[src/rtl/div_issue_hilo_pkg.sv]
// Shared encodings and widths for the EX-stage divide controller and HI/LO file.
package div_issue_hilo_pkg;

  localparam int REG_W  = 32;
  localparam int DREG_W = 64;

  localparam logic [REG_W-1:0] ZERO_WORD = '0;

  typedef enum logic [1:0] {
    DIV_IDLE = 2'd0,
    DIV_BUSY = 2'd1,
    DIV_DONE = 2'd2
  } div_state_e;

endpackage

[src/rtl/div_issue_hilo_hilo_reg.sv]
// Architectural HI/LO storage written from WB.
// With HILO_FWD_EN defined, a same-cycle WB write is forwarded to the read ports.
module div_issue_hilo_hilo_reg
  import div_issue_hilo_pkg::*;
(
  input  logic             clk,
  input  logic             rst,
  input  logic             whilo,
  input  logic [REG_W-1:0] wb_hi,
  input  logic [REG_W-1:0] wb_lo,
  output logic [REG_W-1:0] hi,
  output logic [REG_W-1:0] lo
);

  logic [REG_W-1:0] hi_q;
  logic [REG_W-1:0] lo_q;

  always_ff @(posedge clk) begin
    if (rst) begin
      hi_q <= ZERO_WORD;
      lo_q <= ZERO_WORD;
    end else if (whilo) begin
      hi_q <= wb_hi;
      lo_q <= wb_lo;
    end
  end

`ifdef HILO_FWD_EN
  assign hi = whilo ? wb_hi : hi_q;
  assign lo = whilo ? wb_lo : lo_q;
`else
  assign hi = hi_q;
  assign lo = lo_q;
`endif

endmodule

[src/rtl/div_issue_hilo.sv]
// EX-stage divide issue controller: start/annul handshake to the divider, pipeline stall,
// result capture for WB, and the HI/LO register file (HILO_FWD_EN enables WB->read forwarding).
module div_issue_hilo
  import div_issue_hilo_pkg::*;
#(
  parameter int DIV_TIMEOUT = 64
) (
  input  logic              clk,
  input  logic              rst,
  input  logic              ex_div_i,
  input  logic              ex_signed_i,
  input  logic [REG_W-1:0]  ex_rs_i,
  input  logic [REG_W-1:0]  ex_rt_i,
  input  logic              flush_i,
  input  logic              stall_i,
  output logic              stall_req_o,
  output logic              div_start_o,
  output logic              div_annul_o,
  output logic              div_signed_o,
  output logic [REG_W-1:0]  div_op1_o,
  output logic [REG_W-1:0]  div_op2_o,
  input  logic [DREG_W-1:0] div_result_i,
  input  logic              div_ready_i,
  output logic [REG_W-1:0]  div_hi_o,
  output logic [REG_W-1:0]  div_lo_o,
  output logic              div_done_o,
  output logic              div_err_o,
  input  logic              wb_whilo_i,
  input  logic [REG_W-1:0]  wb_hi_i,
  input  logic [REG_W-1:0]  wb_lo_i,
  output logic [REG_W-1:0]  hi_o,
  output logic [REG_W-1:0]  lo_o,
  output div_state_e        dbg_state
);

  // Handshake: div_start_o rises with stable operands and stays high until the
  // result has been consumed (or the divide is annulled); the divider holds
  // div_ready_i/div_result_i for as long as div_start_o stays high.

  localparam int CNT_W = (DIV_TIMEOUT > 0) ? $clog2(DIV_TIMEOUT + 1) : 1;
  localparam logic [CNT_W-1:0] CNT_MAX = CNT_W'(DIV_TIMEOUT);

  div_state_e       state, state_n;
  logic             start_n, signed_n, done_n, err_n;
  logic [REG_W-1:0] op1_n, op2_n, hi_n, lo_n;
  logic [CNT_W-1:0] cnt, cnt_n;

  always_ff @(posedge clk) begin
    if (rst) begin
      state        <= DIV_IDLE;
      div_start_o  <= 1'b0;
      div_signed_o <= 1'b0;
      div_op1_o    <= ZERO_WORD;
      div_op2_o    <= ZERO_WORD;
      div_hi_o     <= ZERO_WORD;
      div_lo_o     <= ZERO_WORD;
      div_done_o   <= 1'b0;
      div_err_o    <= 1'b0;
      cnt          <= '0;
    end else begin
      state        <= state_n;
      div_start_o  <= start_n;
      div_signed_o <= signed_n;
      div_op1_o    <= op1_n;
      div_op2_o    <= op2_n;
      div_hi_o     <= hi_n;
      div_lo_o     <= lo_n;
      div_done_o   <= done_n;
      div_err_o    <= err_n;
      cnt          <= cnt_n;
    end
  end

  always_comb begin
    state_n     = state;
    start_n     = div_start_o;
    signed_n    = div_signed_o;
    op1_n       = div_op1_o;
    op2_n       = div_op2_o;
    hi_n        = div_hi_o;
    lo_n        = div_lo_o;
    done_n      = div_done_o;
    err_n       = div_err_o;
    cnt_n       = cnt;
    stall_req_o = 1'b0;
    div_annul_o = 1'b0;
    case (state)
      DIV_IDLE: begin
        stall_req_o = ex_div_i;
        if (ex_div_i && !flush_i) begin
          op1_n    = ex_rs_i;
          op2_n    = ex_rt_i;
          signed_n = ex_signed_i;
          start_n  = 1'b1;
          cnt_n    = '0;
          state_n  = DIV_BUSY;
        end
      end
      DIV_BUSY: begin
        stall_req_o = 1'b1;
        // A flush discards even a result arriving in the same cycle.
        if (flush_i) begin
          div_annul_o = 1'b1;
          start_n     = 1'b0;
          cnt_n       = '0;
          state_n     = DIV_IDLE;
        end else if (div_ready_i) begin
          hi_n    = div_result_i[DREG_W-1:REG_W];
          lo_n    = div_result_i[REG_W-1:0];
          done_n  = 1'b1;
          cnt_n   = '0;
          state_n = DIV_DONE;
        end else if ((DIV_TIMEOUT != 0) && (cnt != CNT_MAX)) begin
          cnt_n = cnt + 1'b1;
          if (cnt_n == CNT_MAX) err_n = 1'b1;
        end
      end
      DIV_DONE: begin
        // Leaving DONE always drops start for one edge before any re-issue.
        if (!stall_i || flush_i) begin
          start_n = 1'b0;
          done_n  = 1'b0;
          state_n = DIV_IDLE;
        end
      end
      default: state_n = DIV_IDLE;
    endcase
  end

  assign dbg_state = state;

  div_issue_hilo_hilo_reg u_hilo (
    .clk   (clk),
    .rst   (rst),
    .whilo (wb_whilo_i),
    .wb_hi (wb_hi_i),
    .wb_lo (wb_lo_i),
    .hi    (hi_o),
    .lo    (lo_o)
  );

endmodule

[config.mk]
export PLATFORM = sky130hd
export DESIGN_NAME = div_issue_hilo
export DESIGN_NICKNAME = d
export VERILOG_FILES = /design/src/rtl/div_issue_hilo_pkg.sv /design/src/rtl/div_issue_hilo_hilo_reg.sv /design/src/rtl/div_issue_hilo.sv
export SDC_FILE = /design/constraint.sdc
export NUM_CORES = 1
export LEC_CHECK = 0
export BUFFER_PORTS_ARGS = -buffer_cell sky130_fd_sc_hd__buf_2
export CAP_MARGIN = 20
export CORE_AREA = 2 2 153 155
export CTS_CLUSTER_SIZE = 24
export DETAILED_ROUTE_END_ITERATION = 12
export DIE_AREA = 0 0 155 157
export HOLD_SLACK_MARGIN = 0.03
export PLACE_DENSITY = 0.74
export SLEW_MARGIN = 0
export SYNTH_ARGS = -nofsm -noshare
export SYNTH_HDL_FRONTEND = slang
export SYNTH_HIERARCHICAL = 1
export SYNTH_SLANG_ARGS = --single-unit
[constraint.sdc]
create_clock -name clk -period 1.8 [get_ports clk]
set_clock_uncertainty 0.05 [all_clocks]
set_input_delay 0.09 -clock clk [delete_from_list [all_inputs] [get_ports clk]]
set_output_delay 0.09 -clock clk [all_outputs]
set_load 0.05 [all_outputs]
==> impl_metrics.tcl, run 1 <==
set metrics [dict create \
    status "complete, no violations" \
    fin_crit_sh 0.946 \
    h-tree-depth 1 \
    cp.required_ps 2170 \
    num_rows 55 \
    worstHoldPathType "primary input to flip-flop" \
    cts.clk_slew.worst_paths_ps 60 \
    design_area_mm2 0.0127 \
    async_flop_share 0 \
    path_class "flip-flop to flip-flop" \
    max-slew-margin-rel 0.706 \
    place_hpwl_um 16600 \
    cts_inserted_buffers 23 \
    ios 400 \
    p_per_area_mw_per_mm2 1050 \
    synth_fp_nets 1065 \
    first_pass_iters 5 \
    initial_core_util 0.333 \
    die_w_um 155 \
    port_buffers 399 \
    arrival_ps 2070 \
    grt_max_degree 90 \
    tightest_slew_ps 442 \
    via_per_inst 4.80 \
    clock_latency_ps 500 \
    wl_um 28500 \
    hold_violations 0 \
    yosys_most_used_dff "dfxtp_1" \
    cts_buffer_depth 3 \
    layout.nets 1648 \
    syn-cell-area_mm2 0.00750 \
    min-delay-start "wb_whilo_i" \
    setup_tns_ps 0 \
    syn_avg_cell_area_um2 8.74 \
    r2r_start "dbg_state[0]" \
    grt_pass1_vias 8278 \
    overflow 0 \
    dpl-instance-area_mm2 0.00976 \
    wire_per_inst_um 16.3 \
    p_leak_nw 6.03 \
    drv_slew 0 \
    synth_seq_area_share 0.547 \
    antenna_found_initial 4 \
    maxCapViolCount 0 \
    rsz0062_at_grt "false" \
    ant_nets 0 \
    synth_edf_count 0 \
    place_congestion 0.770 \
    setup.worst_path.start "dbg_state[0]" \
    area_growth_pct 69.2 \
    route.detailed.drc 0 \
    die_h_um 157 \
    crit_fanout 5 \
    track_usage 0.215 \
    finalSetupViolCount 0 \
    core_mm2 0.0225 \
    vias 8389 \
    drive_gt1_frac 0.324 \
    tritoncts "yes" \
    ys_warn_count 6 \
    ys_types 42 \
    cts_sinks 205 \
    ir_drop_uv 799 \
    root_buffer "clkbuf_16" \
    period_needed_ps 1700 \
    end_kind "flip-flop" \
    ys_ff_latch 205 \
    drtIter0Drc 497 \
    die_area_mm2 0.0243 \
    fmax_ghz 0.587 \
    synth_cells 858 \
    startpoint_type "flip-flop" \
    grt_pass1_wl_um 42200 \
]
## sequential cells by signal, indices dropped and copies added, names as in the netlist, 2 cells and up
signal	flops
u_hilo/lo	32
div_hi_o	32
div_op2_o	32
div_lo_o	32
cnt	7
dbg_state	2
div_op1_o	32
u_hilo/hi	32
## power by group
part	internal [W]	leakage (nW)	switching, W
clock	0.00336	0.413	0.00184
combinational	0.00107	3.94	0.00208
sequential	0.00485	1.67	0.000171
## area by class of cell
class / count / area [um^2]
clock inverters: 9 / 195
inverters: 6 / 22.5
diodes: 5 / 12.5
fillers: 1874 / 9810
flip-flops and latches: 205 / 4110
multi-input cells: 591 / 3120
repair buffers: 614 / 4230
clock buffers: 31 / 646
well taps: 285 / 357
## path summary, 6_finish.rpt
check                  end  slack, ps  cells past startpoint
max            div_start_o        100                      6
min          u_hilo/lo[18]         60                      3
max reg2reg    div_start_o        100                      6
min reg2reg   div_lo_o[18]        400                      2
## synth_stat cells (2+ instances only)
library cell / n / area (um^2)
a2111oi_2: 2 / 30.0
a211oi_1: 2 / 15.0
a21o_1: 3 / 22.5
a21oi_1: 135 / 676
and2_1: 2 / 12.5
and3b_1: 2 / 17.5
buf_1: 11 / 41.3
buf_2: 14 / 70.1
buf_6: 2 / 22.5
buf_8: 6 / 90.1
clkbuf_1: 22 / 82.6
dfxtp_1: 205 / 4100
ha_1: 7 / 87.6
inv_1: 6 / 22.5
mux2i_1: 65 / 651
nand2_1: 264 / 991
nand3_1: 4 / 20.0
nand3b_1: 2 / 15.0
nor2_1: 69 / 259
nor2b_1: 4 / 25.0
nor3_1: 3 / 15.0
nor3b_1: 2 / 15.0
o211a_1: 2 / 20.0
o21a_1: 2 / 15.0
o21ai_0: 2 / 10.0
o2bb2ai_1: 3 / 26.3
xor2_1: 2 / 17.5
## per-layer routing
layer | routed length [um] | part of all wire | track usage
met1 | 9860 | 0.35 | 0.216
met2 | 14300 | 0.50 | 0.396
met3 | 2690 | 0.094 | 0.0655
met4 | 1620 | 0.057 | 0.121
met5 | 0 | 0 | 0
## worst max-delay path, cell delays in order, from the launching register on
cell	delay (ps)
dfxtp_4	380
inv_2	60
ha_1	210
and3b_1	200
a2111oi_2	440
nor2_1	70
a211oi_1	200
## metrics by stage
step | power, W | instances | setup slack, ps | utilization | hold slack (ps)
after global placement | 0.00773 | 1501 | 57.3 | 0.434 | 272
after floorplan | 0.00698 | 858 | -15.5 | - | 176
after CTS | 0.0133 | 1739 | 3.23 | 0.560 | 38.6
final | 0.0134 | 1746 | 97.3 | 0.564 | 59.0
after detailed placement | 0.00777 | 1501 | -27.3 | 0.434 | 282
after global routing | 0.0139 | 1745 | 10.4 | 0.564 | 63.0
## kinds of logic (layout without fill, tap and decap cells)
| group | Yosys count | after routing | share of synthesized area |
|---|---|---|---|
| AND/OR/NAND/NOR | 359 | 359 | 0.190 |
| flip-flops | 205 | 205 | 0.547 |
| AO/OA/AOI/OAI | 158 | 158 | 0.117 |
| multiplexers | 65 | 65 | 0.0868 |
| buffers and inverters | 62 | 660 | 0.0445 |
| adder cells (fa/ha/maj) | 7 | 7 | 0.0117 |
| XOR/XNOR | 2 | 2 | 0.00234 |
| other | 0 | 5 | 0 |
## what timing repair did
action / 4_1_cts / 5_1_grt
resized for setup: 4 / 12
pin swaps: 0 / 1
endpoints found under the setup margin: 11 / 82
gates cloned: 0 / 1
buffers inserted: 0 / 1
endpoints found under the hold margin: 197 / 0
hold buffers: 198 / 0
## layout by cell type, fill, tap and decap left out, types with 5 or more instances in the layout
cell and n:
a21oi_1 134, buf_12 7, buf_2 396, buf_4 10, bufinv_16 6, clkbuf_16 24
dfxtp_1 203, diode_2 5, dlygate4sd3_1 197, ha_1 5, mux2i_1 65, nand2_1 263
nor2_1 68
Note: power is estimated with default switching activity, not from simulation.
==> run 2: changes to the inputs <==
Settings changed: ABC_AREA set to 1, CORE_AREA 2 2 153 155 to 2 2 156 158, DIE_AREA 0 0 155 157 to 0 0 158 160, RECOVER_POWER set to 50.
Clock period 1.8 ns to 1.7 ns, I/O delays scaled along.
==> impl_metrics.tcl, run 2 <==
set metrics [dict create \
    critPathCapture "stall_req_o" \
    ios 400 \
    setup_slack_ps 68.4 \
    die_w_um 158 \
    synth_cells 1093 \
    wl_um 28200 \
    async_flop_share 0 \
    fin_crit_sh 0.960 \
    reg2reg_to "div_lo_o[22]" \
    mostFrequentLayoutCell "nand2_1" \
    route.detailed.drc 0 \
    path_cells "inv_2 -> ha_4 -> inv_1 -> o21ai_2 -> buf_6" \
    cp.required_ps 1560 \
    track_usage 0.207 \
    cts_sinks 205 \
    root_buffer "clkbuf_16" \
    tritoncts "yes" \
    synth_area_leader_cell "dfxtp_1" \
    area_growth_pct 62.5 \
    power.internal_w 0.00924 \
    num_rows 57 \
    critPathTopFamily "flip-flops" \
    crit_fanout 5 \
    max-slew-margin-rel 0.495 \
    power_frac_seq 0.395 \
    place_congestion 0.834 \
    power.total_w 0.0134 \
    synth_top_area_share 0.517 \
    clock_latency_ps 500 \
    startpoint_type "flip-flop" \
    first_pass_iters 5 \
    h-tree-depth 1 \
    cp_num_buf_inv 3 \
    min-delay-start "wb_whilo_i" \
    swShare 0.309 \
    drv_slew 0 \
    grt_pass1_wl_um 43100 \
    reg2reg_setup_slack_ps 120 \
    fillerInstances 2113 \
    cts_inserted_buffers 23 \
    dpl-instance-area_mm2 0.0102 \
    grt_max_degree 129 \
    initial_core_util 0.333 \
    antenna_found_initial 2 \
    ys_warn_count 6 \
    multi_input_area_mm2 0.00313 \
    tightest_slew_ps 758 \
    place_hpwl_um 15900 \
    cts.clk_slew.worst_paths_ps 70 \
    r2r_start "dbg_state[1]" \
    ys_ff_latch 205 \
    port_buffers 399 \
    drtIter0Drc 695 \
    overflow 0 \
    design_area_mm2 0.0129 \
    die_area_mm2 0.0253 \
    crit_path_top_delay_cell "dfxtp_4" \
    maxCapViolCount 0 \
    finalSetupViolCount 0 \
    cts_buffer_depth 3 \
    path_class "flip-flop to primary output" \
    final-seq-area_mm2 0.00411 \
    ys_types 29 \
    fmax_ghz 0.613 \
    via_per_inst 4.57 \
    period_needed_ps 1630 \
    cp.depth 5 \
    slowest_delay_ps 360 \
    grt_pass1_vias 9079 \
    synth_area_leaders "dfxtp_1 (52%), nand2_1 (14%), nor2_1 (13%)" \
    pre_cts_ws_ps -20.3 \
    syn-cell-area_mm2 0.00793 \
    layout.nets 1877 \
    combPwrFrac 0.217 \
    p_leak_nw 6.16 \
    end_kind "primary output" \
    status "complete, no violations" \
    ys_top_cells_by_count "nand2_1 (287), nor2_1 (265), dfxtp_1 (205), inv_1 (89), a21oi_1 (75)" \
    synth.most_common_cell "nand2_1" \
    syn_avg_cell_area_um2 7.26 \
    ant_nets 0 \
    synth_seq_area_share 0.517 \
    vias 9186 \
    worstHoldPathType "primary input to flip-flop" \
    p_sw_w 0.00413 \
    yosys_most_used_dff "dfxtp_1" \
    drive_gt1_frac 0.202 \
    reg2reg_depth 8 \
    pwr-share-clk 0.388 \
    ir_drop_uv 826 \
    die_h_um 160 \
    arrival_ps 1500 \
    hold_violations 0 \
    core_mm2 0.0238 \
    final_cell_mix "nand2_1 (286), nor2_1 (264), buf_2 (257)" \
    synth_edf_count 0 \
    p_per_area_mw_per_mm2 1040 \
    setup.worst_path.start "dbg_state[0]" \
    synth_fp_nets 1300 \
    wire_per_inst_um 14.0 \
]
run 2: routing by layer:
layer,GRT usage,vias up,part of all wire
met1,0.226,4174,0.37
met3,0.0505,115,0.079
met2,0.366,408,0.50
li1,-,4489,-
met5,0,-,0
met4,0.110,0,0.050
run 2: logic make-up (layout without fill, tap and decap cells):
family | Yosys count | in the layout | synth area share
AO/OA/AOI/OAI | 147 | 147 | 0.0956
buffers and inverters | 159 | 752 | 0.0948
other | 0 | 2 | 0
flip-flops | 205 | 205 | 0.517
AND/OR/NAND/NOR | 575 | 575 | 0.281
adder cells (fa/ha/maj) | 7 | 7 | 0.0110
run 2: tightest hold or removal path: stages:
cell and delay (ps):
buf_4 120, buf_12 240, nor2_1 150, nor2_1 50
run 2: repair_timing:
item | in CTS | in global routing
hold endpoints to repair | 203 | 0
buffers inserted | 0 | 5
resized for setup | 8 | 4
hold buffers | 198 | 0
setup endpoints to repair | 3 | 10
pin swaps | 0 | 4
cloned | 0 | 1
run 2: how the worst min path moves through the flow:
stage	cells after the start	endpoint
after detailed placement	3	div_lo_o[28]
after global placement	3	div_lo_o[21]
after global routing	4	u_hilo/hi[24]
after CTS	4	u_hilo/hi[29]
after floorplan	2	div_lo_o[4]
final	4	u_hilo/lo[2]
run 2: power by group through the flow:
stage	clock network [W]	registers, W	logic, W
3_5_place_dp	0	0.00535	0.00249
4_1_cts	0.00533	0.00525	0.00288
2_1_floorplan	0	0.00639	0.000739
5_1_grt	0.00551	0.00531	0.00309
3_3_place_gp	0	0.00534	0.00247
6_report	0.00519	0.00528	0.00290
run 2: area by class of cell:
cell class / instances / share of cell area
multi-input combinational: 729 / 0.243
timing repair buffer: 617 / 0.318
clock inverter: 11 / 0.0129
sequential: 205 / 0.319
tap: 324 / 0.0315
clock buffer: 30 / 0.0483
antenna: 2 / 0.000388
inverter: 94 / 0.0274
run 2: metrics by stage:
stage | hold WS (ps) | utilization | TNS, ps | std cells
floorplan | 170 | - | 0 | 1093
global placement | 255 | 0.427 | 0 | 1765
detailed placement | 260 | 0.427 | -20.3 | 1765
CTS | 118 | 0.545 | 0 | 2004
global route | 174 | 0.541 | -0.216 | 2012
finish | 145 | 0.541 | 0 | 2012
==> run 3: changes to the inputs <==
Clock period 1.7 ns to 1.8 ns, I/O delays scaled along.
==> impl_metrics.tcl, run 3 (synthesis results as in run 2) <==
set metrics [dict create \
    drv_slew 0 \
    antenna_found_initial 0 \
    finalSetupViolCount 0 \
    end_kind "flip-flop" \
    ant_nets 0 \
    grt_pass1_vias 9357 \
    rsz0062_at_grt "true" \
    die_h_um 160 \
    worstHoldPathType "primary input to flip-flop" \
    track_usage 0.211 \
    vias 9300 \
    path_cells "dlygate4sd3_1 -> buf_2 -> inv_1 -> nand2_1 -> dlygate4sd3_1 -> nand2_1 -> nor2_1 -> dlygate4sd3_1" \
    area_growth_pct 63.7 \
    period_needed_ps 1760 \
    fmax_ghz 0.569 \
    initial_core_util 0.333 \
    ios 400 \
    arrival_ps 2090 \
    crit_path_top_delay_cell "dlygate4sd3_1" \
    crit_fanout 1 \
    layout.nets 1894 \
    path_class "primary input to flip-flop" \
    via_per_inst 4.59 \
    crit_top_cell "dlygate4sd3_1" \
    cp.required_ps 2140 \
    overflow 0 \
    ir_drop_uv 691 \
    slowest_delay_ps 580 \
    startpoint_type "primary input" \
    power.total_w 0.0126 \
    place_hpwl_um 15600 \
    setup_tns_ps 0 \
    tritoncts "yes" \
    status "complete, no violations" \
    p_leak_nw 6.22 \
    h-tree-depth 1 \
    core_mm2 0.0238 \
    tightest_slew_ps 781 \
    wl_um 28800 \
    p_per_area_mw_per_mm2 970 \
    cts_buffer_depth 3 \
    antenna_cells 0 \
    drive_gt1_frac 0.189 \
    cts_sinks 205 \
    final_cell_mix "nand2_1 (286), nor2_1 (265), buf_2 (254)" \
    first_pass_iters 5 \
    grt_max_degree 77 \
    fillerInstances 2077 \
    fin_crit_sh 0.976 \
    drtIter0Drc 662 \
    setup_slack_ps 43.6 \
    die_area_mm2 0.0253 \
    pre_cts_ws_ps 147 \
    place_congestion 0.808 \
    max-slew-margin-rel 0.479 \
    port_buffers 399 \
    postCtsSetupBuffers 0 \
    root_buffer "clkbuf_16" \
    num_rows 57 \
    route.detailed.drc 0 \
    die_w_um 158 \
    mostFrequentLayoutCell "nand2_1" \
    grt_pass1_wl_um 43700 \
    wire_per_inst_um 14.2 \
    cts.clk_slew.worst_paths_ps 60 \
    cts_inserted_buffers 22 \
    maxCapViolCount 0 \
    hold_violations 0 \
    clock_latency_ps 490 \
]
-- run 3: cell count changes in the layout (fill, tap and decap cells not counted), sizes merged, moves of 2 or more --
cell         change
clkinv           +2
diode            -2
dlygate4sd3     +25
clkbuf           +4
clkinvlp         -3
buf             -10
-- run 3: power by group --
group          internal (W)  switching [W]  leakage [nW]  total, W
Clock               0.00303        0.00184         0.387   0.00487
Sequential          0.00482       0.000157          1.68   0.00498
Combinational      0.000887        0.00187          4.16   0.00275
Total               0.00874        0.00386          6.22    0.0126
-- run 3: final cells by class --
class / instances / area, um^2 / share of cell area
flip-flops and latches: 205 / 4110 / 0.316
well taps: 324 / 405 / 0.0312
clock inverters: 9 / 145 / 0.0112
inverters: 94 / 353 / 0.0272
clock buffers: 31 / 636 / 0.0489
repair buffers: 635 / 4250 / 0.327
multi-input cells: 729 / 3090 / 0.238
-- run 3: metrics by stage --
| stage | std cells | utilization | hold WS, ps | cell area (um^2) |
|---|---|---|---|---|
| floorplan | 1093 | - | 175 | 7940 |
| global placement | 1764 | 0.426 | 260 | 10100 |
| detailed placement | 1764 | 0.426 | 268 | 10100 |
| CTS | 2027 | 0.553 | 40.0 | 13200 |
| global route | 2027 | 0.545 | 110 | 13000 |
| finish | 2027 | 0.545 | 77.5 | 13000 |
-- run 3: critical path, delay by kind of cell --
family	cells	cell delay [ps]
buffers and inverters	5	1850
and+or+nand+nor	3	150
-- run 3: path summary, 6_finish.rpt --
check	depth (start not counted)	slack, ps	start	end
worst max-delay path	8	40	wb_lo_i[11]	u_hilo/lo[11]
worst min-delay path	4	80	wb_whilo_i	u_hilo/lo[16]
worst max register to register	5	80	dbg_state[0]	div_done_o
worst min register to register	2	410	div_op1_o[30]	div_op1_o[30]
-- run 3: routing by layer --
| metal | part of all wire | global-route usage | up-vias |
|---|---|---|---|
| li1 | - | - | 4513 |
| met1 | 0.37 | 0.218 | 4202 |
| met2 | 0.49 | 0.372 | 444 |
| met3 | 0.084 | 0.0649 | 141 |
| met4 | 0.053 | 0.125 | 0 |
| met5 | 0 | 0 | - |
-- run 3: repair_timing --
action	CTS	global route
hold endpoints to repair	203	0
hold buffers	223	0
endpoints found under the setup margin	1	12
resized for setup	1	3
